<file path="config.mk">
export PLATFORM = sky130hd
export DESIGN_NAME = iir_mac_scheduler
export DESIGN_NICKNAME = d
export VERILOG_FILES = /design/src/rtl/iir_mac_scheduler.sv
export SDC_FILE = /design/constraint.sdc
export NUM_CORES = 2
export LEC_CHECK = 0
export ABC_AREA = 1
export ABC_CLOCK_PERIOD_IN_PS = 26800
export CAP_MARGIN = 20
export CORE_MARGIN = 8
export CORE_UTILIZATION = 50
export DETAILED_ROUTE_END_ITERATION = 10
export MAX_ROUTING_LAYER = met4
export PLACE_DENSITY = 0.7
export SETUP_SLACK_MARGIN = 0.02
export SKIP_LAST_GASP = 1
export SYNTH_ARGS = -nofsm -noshare
export SYNTH_HDL_FRONTEND = slang
export SYNTH_SLANG_ARGS = --single-unit
</file>
<file path="constraint.sdc">
create_clock -name clk -period 26.8 [get_ports clk]
set_input_delay 5.36 -clock clk [delete_from_list [all_inputs] [get_ports clk]]
set_output_delay 5.36 -clock clk [all_outputs]
set_load 0.02 [all_outputs]
</file>
<file path="src/rtl/iir_mac_scheduler.sv">
// iir_mac_scheduler: multi-channel first-order IIR filter bank that time-shares one signed multiplier
module iir_mac_scheduler #(
  parameter int COEFF_WIDTH = 18,
  parameter int COEFF_SCALE = 15,
  parameter int DATA_WIDTH  = 16,
  parameter int COUNT_BITS  = 10,
  parameter int CHANNELS    = 4
) (
  input  logic                           clk,
  input  logic                           reset_n,
  input  logic [COUNT_BITS-1:0]          div,
  input  logic [CHANNELS*DATA_WIDTH-1:0] in,
  input  logic                           cfg_valid,
  output logic                           cfg_ready,
  input  logic [2:0]                     cfg_ch,
  input  logic [1:0]                     cfg_sel,
  input  logic [COEFF_WIDTH-1:0]         cfg_data,
  output logic [CHANNELS*DATA_WIDTH-1:0] out,
  output logic                           out_valid,
  output logic                           busy,
  output logic                           overrun
);
  localparam int ACCW = DATA_WIDTH + COEFF_WIDTH + 2;
  localparam int CHB = $clog2(CHANNELS);
  localparam logic signed [COEFF_WIDTH-1:0] ONE = COEFF_WIDTH'(2 ** COEFF_SCALE);
  localparam logic signed [ACCW-1:0] MAXV = ACCW'(2 ** (DATA_WIDTH - 1) - 1);
  localparam logic signed [ACCW-1:0] MINV = ~MAXV;
  typedef enum logic [2:0] {IDLE, MUL_B1, MUL_B2, MUL_A2, WRITE} state_t;
  state_t state_q, state_d;
  logic [COUNT_BITS-1:0] count_q, count_d;
  logic [CHB-1:0] ch_q, ch_d, cfg_idx;
  logic signed [ACCW-1:0] acc_q, acc_d, prod, shifted;
  logic signed [COEFF_WIDTH-1:0] b1_q [CHANNELS], b1_d [CHANNELS];
  logic signed [COEFF_WIDTH-1:0] b2_q [CHANNELS], b2_d [CHANNELS];
  logic signed [COEFF_WIDTH-1:0] a2_q [CHANNELS], a2_d [CHANNELS];
  logic signed [DATA_WIDTH-1:0] x0_q [CHANNELS], x0_d [CHANNELS];
  logic signed [DATA_WIDTH-1:0] x1_q [CHANNELS], x1_d [CHANNELS];
  logic signed [DATA_WIDTH-1:0] y0_q [CHANNELS], y0_d [CHANNELS];
  logic signed [COEFF_WIDTH-1:0] coeff;
  logic signed [DATA_WIDTH-1:0] data, sat;
  logic out_valid_q, out_valid_d, overrun_q, overrun_d, tick, cfg_we;
  assign busy = state_q != IDLE;
  assign cfg_ready = ~busy;
  assign out_valid = out_valid_q;
  assign overrun = overrun_q;
  assign tick = count_q == div - COUNT_BITS'(1);
  assign cfg_we = cfg_valid && cfg_ready && 4'(cfg_ch) < 4'(CHANNELS) && cfg_sel != 2'd3;
  assign cfg_idx = cfg_ch[CHB-1:0];
  assign coeff = state_q == MUL_B1 ? b1_q[ch_q] : state_q == MUL_B2 ? b2_q[ch_q] : a2_q[ch_q];
  assign data = state_q == MUL_B1 ? x0_q[ch_q] : state_q == MUL_B2 ? x1_q[ch_q] : y0_q[ch_q];
  assign prod = ACCW'(coeff) * ACCW'(data);
  assign shifted = acc_q >>> COEFF_SCALE;
  assign sat = shifted > MAXV ? MAXV[DATA_WIDTH-1:0] :
               shifted < MINV ? MINV[DATA_WIDTH-1:0] : shifted[DATA_WIDTH-1:0];
  for (genvar i = 0; i < CHANNELS; i++) begin : g_out
    assign out[i*DATA_WIDTH +: DATA_WIDTH] = y0_q[i];
  end
  always_comb begin
    state_d = state_q;
    count_d = tick ? '0 : count_q + COUNT_BITS'(1);
    ch_d = ch_q;
    acc_d = acc_q;
    b1_d = b1_q;
    b2_d = b2_q;
    a2_d = a2_q;
    x0_d = x0_q;
    x1_d = x1_q;
    y0_d = y0_q;
    out_valid_d = 1'b0;
    overrun_d = overrun_q | (tick & busy);
    if (cfg_we) begin
      if (cfg_sel == 2'd0) b1_d[cfg_idx] = cfg_data;
      if (cfg_sel == 2'd1) b2_d[cfg_idx] = cfg_data;
      if (cfg_sel == 2'd2) a2_d[cfg_idx] = cfg_data;
    end
    case (state_q)
      IDLE: if (tick) begin
        state_d = MUL_B1;
        ch_d = '0;
        for (int k = 0; k < CHANNELS; k++) begin
          x1_d[k] = x0_q[k];
          x0_d[k] = in[k*DATA_WIDTH +: DATA_WIDTH];
        end
      end
      MUL_B1: begin
        acc_d = prod;
        state_d = MUL_B2;
      end
      MUL_B2: begin
        acc_d = acc_q + prod;
        state_d = MUL_A2;
      end
      MUL_A2: begin
        acc_d = acc_q - prod;
        state_d = WRITE;
      end
      WRITE: begin
        y0_d[ch_q] = sat;
        out_valid_d = ch_q == CHB'(CHANNELS - 1);
        state_d = out_valid_d ? IDLE : MUL_B1;
        ch_d = out_valid_d ? ch_q : ch_q + CHB'(1);
      end
      default: state_d = IDLE;
    endcase
  end
  always_ff @(posedge clk) begin
    if (!reset_n) begin
      state_q <= IDLE;
      count_q <= '0;
      ch_q <= '0;
      acc_q <= '0;
      b1_q <= '{default: ONE};
      b2_q <= '{default: '0};
      a2_q <= '{default: '0};
      x0_q <= '{default: '0};
      x1_q <= '{default: '0};
      y0_q <= '{default: '0};
      out_valid_q <= 1'b0;
      overrun_q <= 1'b0;
    end else begin
      state_q <= state_d;
      count_q <= count_d;
      ch_q <= ch_d;
      acc_q <= acc_d;
      b1_q <= b1_d;
      b2_q <= b2_d;
      a2_q <= a2_d;
      x0_q <= x0_d;
      x1_q <= x1_d;
      y0_q <= y0_d;
      out_valid_q <= out_valid_d;
      overrun_q <= overrun_d;
    end
  end
endmodule
</file>
==> results.json <==
{
  "critPathArrivalTime_ns": 12.55,
  "cp_slowest_stage_delay_ns": 0.89,
  "power_density_mw_per_mm2": 51.1,
  "crit_slowest_cell": "buf_4",
  "leakage_nw": 19.9,
  "clkLatencyLatePin_ns": 0.65,
  "yosysSeqAreaShare_pct": 25.4,
  "rsz0062_at_grt": "false",
  "fmax_mhz": 83.4,
  "tns_ns": 0,
  "wl_per_cell_um": 18.3,
  "cap_violations": 0,
  "cts.hold.buffers_added": 0,
  "synth_top_family_by_area": "adder cells",
  "ys_warn_count": 0,
  "cts_setup_buffers": 0,
  "synth_xor_area_share_pct": 1.77,
  "cp.required_ns": 27.36,
  "synthMuxAreaShare_pct": 0,
  "status": "finished, final reports clean",
  "synthArstFlopShare_pct": 0,
  "total_power_mw": 2.04,
  "start_util_pct": 50.6,
  "synthDistinctLibCells": 61,
  "postCtsResizedCells": 0,
  "gp_congestion": 0.998,
  "dp_hpwl_mm": 83.0,
  "setup_viol": 0,
  "coreArea_mm2": 0.0717,
  "final.setup_skew_ns": 0.0508,
  "drtIter0Drc": 2827,
  "drc": 0,
  "rows": 98,
  "vias": 33300,
  "finalWorstSetupSlack_ns": 14.80,
  "cts.sinks": 461,
  "die_x_um": 285,
  "path_max_fanout": 105,
  "via_per_inst": 5.38,
  "synth_area_per_cell_um2": 6.93,
  "synth_area_mm2": 0.0363,
  "h-tree-depth": 2,
  "clock-root-buffer": "clkbuf_16",
  "critical_path_class": "reg -> reg",
  "hp-class": "reg -> reg",
  "end_kind": "register",
  "finalWirelength_mm": 113,
  "first_pass_iters": 6,
  "syn_nets": 5756,
  "numPortBuffers": 167,
  "cts_tree": "done",
  "cts_made_buffers": 50,
  "yosys.area.top_type_share_pct": 25.4,
  "pre_cts_slack_ns": 15.01,
  "dieArea_mm2": 0.0815,
  "slew_headroom_pct": 27.4,
  "grt_pass1_vias": 32400,
  "io-pin-count": 168,
  "clk_path_buf_depth": 3,
  "antenna_found_initial": 2,
  "grt_overflow": 0,
  "fin_crit_ns": 12.00,
  "ant_nets": 0,
  "synth_compound_area_share_pct": 19.6,
  "grt_pass1_wl_mm": 181,
  "track_usage_pct": 28.1,
  "synthCells": 5237,
  "ys_top_cells_by_area": "dfxtp_1, fa_1, inv_1, o21ai_0, nand2_1",
  "ir_drop_v": 0.0000517,
  "clkTransAtPathRegs_ns": 0.07,
  "synth_fa_ha_area_share_pct": 20.5,
  "die_h_um": 285,
  "synth_edf_count": 0,
  "nNetsFinal": 5717,
  "ys.flop_type": "dfxtp_1",
  "start_kind": "register",
  "area_delta_synth_final_pct": 10.2,
  "grt_max_degree": 125,
  "drive_gt1_share_pct": 4.64,
  "yosys.area_share.simple_pct": 18.2,
  "post-route-period-util_pct": 44.8,
  "synth-seq-cells": 461,
  "yosysTopAreaCell": "dfxtp_1",
  "hold_viol": 0,
  "worst_pin_slew_ns": 1.09,
  "slew_viol_final": 0,
  "worst_path_most_repeated_cell": "nand2_1"
}
## layout by cell type, fill, tap and decap left out, drive strengths merged, types with 26 or more instances in the layout
| master | n |
|---|---|
| inv | 1050 |
| nand2 | 748 |
| o21ai | 693 |
| nor2 | 621 |
| a21oi | 501 |
| dfxtp | 461 |
| fa | 291 |
| clkdlybuf4s50 | 166 |
| ha | 128 |
| nand3 | 109 |
| clkbuf | 69 |
| xor2 | 47 |
| o21bai | 35 |
| buf | 33 |
| o211ai | 30 |
| o22ai | 29 |
| or2 | 26 |
| clkinv | 26 |
## logic make-up (layout without fill, tap and decap cells)
family / count (synthesis) / after routing
other cells: 0 / 2
buf+inv: 1353 / 1354
fa+ha+maj: 419 / 419
xor+xnor: 70 / 70
simple gates: 1588 / 1588
compound gates: 1346 / 1346
flops: 461 / 461
## registers in the layout, summed over array words and instances (netlist names)
name       flops
count_q       10
state_q        3
overrun        1
ch_q           2
x0_q          64
out           64
x1_q          64
a2_q          72
b2_q          72
out_valid      1
acc_q         36
b1_q          72
## cell usage after synthesis, types with 6 or more instances
cell / count
nor3_1: 19
or3_1: 13
nand3_1: 102
a21oi_1: 501
and2_1: 7
nand3_2: 6
dfxtp_1: 461
clkinv_1: 10
nand2_1: 729
fa_1: 291
buf_4: 18
nor2_4: 9
buf_2: 66
a221o_1: 6
a21o_1: 6
o21ai_0: 639
ha_1: 128
a22o_1: 9
xnor2_1: 21
nor4_1: 10
or2_2: 22
a31oi_1: 19
inv_1: 1015
buf_1: 11
nor2_1: 600
clkbuf_1: 190
nand2_2: 16
o21ai_1: 53
o21bai_1: 35
o22ai_1: 29
nor2_2: 12
nand4_1: 22
xor2_1: 45
o211ai_1: 30
inv_2: 35
## routing by layer
metal  vias up  track usage, %  wire, um
li1      16200               -         -
met1     15700            36.8     49700
met2      1186            44.9     52200
met3       224            3.54      7330
met4         0            9.47      3870
met5         -               -         0
## stage by stage
| step | hold slack [ns] | utilization [%] | instances | instance area (um^2) |
|---|---|---|---|---|
| after detailed placement | 0.433 | 53.2 | 6095 | 38100 |
| after global routing | 0.454 | 55.7 | 6190 | 40000 |
| after CTS | 0.442 | 55.7 | 6187 | 40000 |
| final | 0.440 | 55.7 | 6190 | 40000 |
| after floorplan | 0.420 | - | 5237 | 36300 |
| after global placement | 0.429 | 53.2 | 6095 | 38100 |
## power by group
| group | total, mW | switching [mW] | internal [mW] |
|---|---|---|---|
| logic | 0.567 | 0.392 | 0.175 |
| clock network | 0.764 | 0.310 | 0.454 |
| registers | 0.712 | 0.0117 | 0.701 |
## worst paths after layout
kind	start	endpoint	slack [ns]	depth (start not counted)
worst min-delay path	a2_q[8]	a2_q[8]	0.44	2
worst max register to register	ch_q[0]	acc_q[35]	14.80	43
worst max-delay path	ch_q[0]	acc_q[35]	14.80	43
worst min register to register	a2_q[8]	a2_q[8]	0.44	2
## cell type report
| class | count | area (um^2) |
|---|---|---|
| tap | 950 | 1190 |
| clock buffer | 68 | 1430 |
| fill | 7013 | 31800 |
| clock inverter | 24 | 400 |
| sequential | 461 | 9240 |
| inverter | 1062 | 4000 |
| antenna | 2 | 5.00 |
| timing repair buffer | 200 | 1920 |
| multi-input combinational | 3423 | 21800 |
## critical path: cells and delay by family, from the launching register on
family                   cells  cell delay [ns]
AND/OR/NAND/NOR             20             3.09
XOR/XNOR                     2             0.29
buffers and inverters        7             1.79
flip-flops                   1             0.55
AO/OA/AOI/OAI                6             1.79
adder cells (fa/ha/maj)      8             4.30
(Power assumes the default switching activity.)
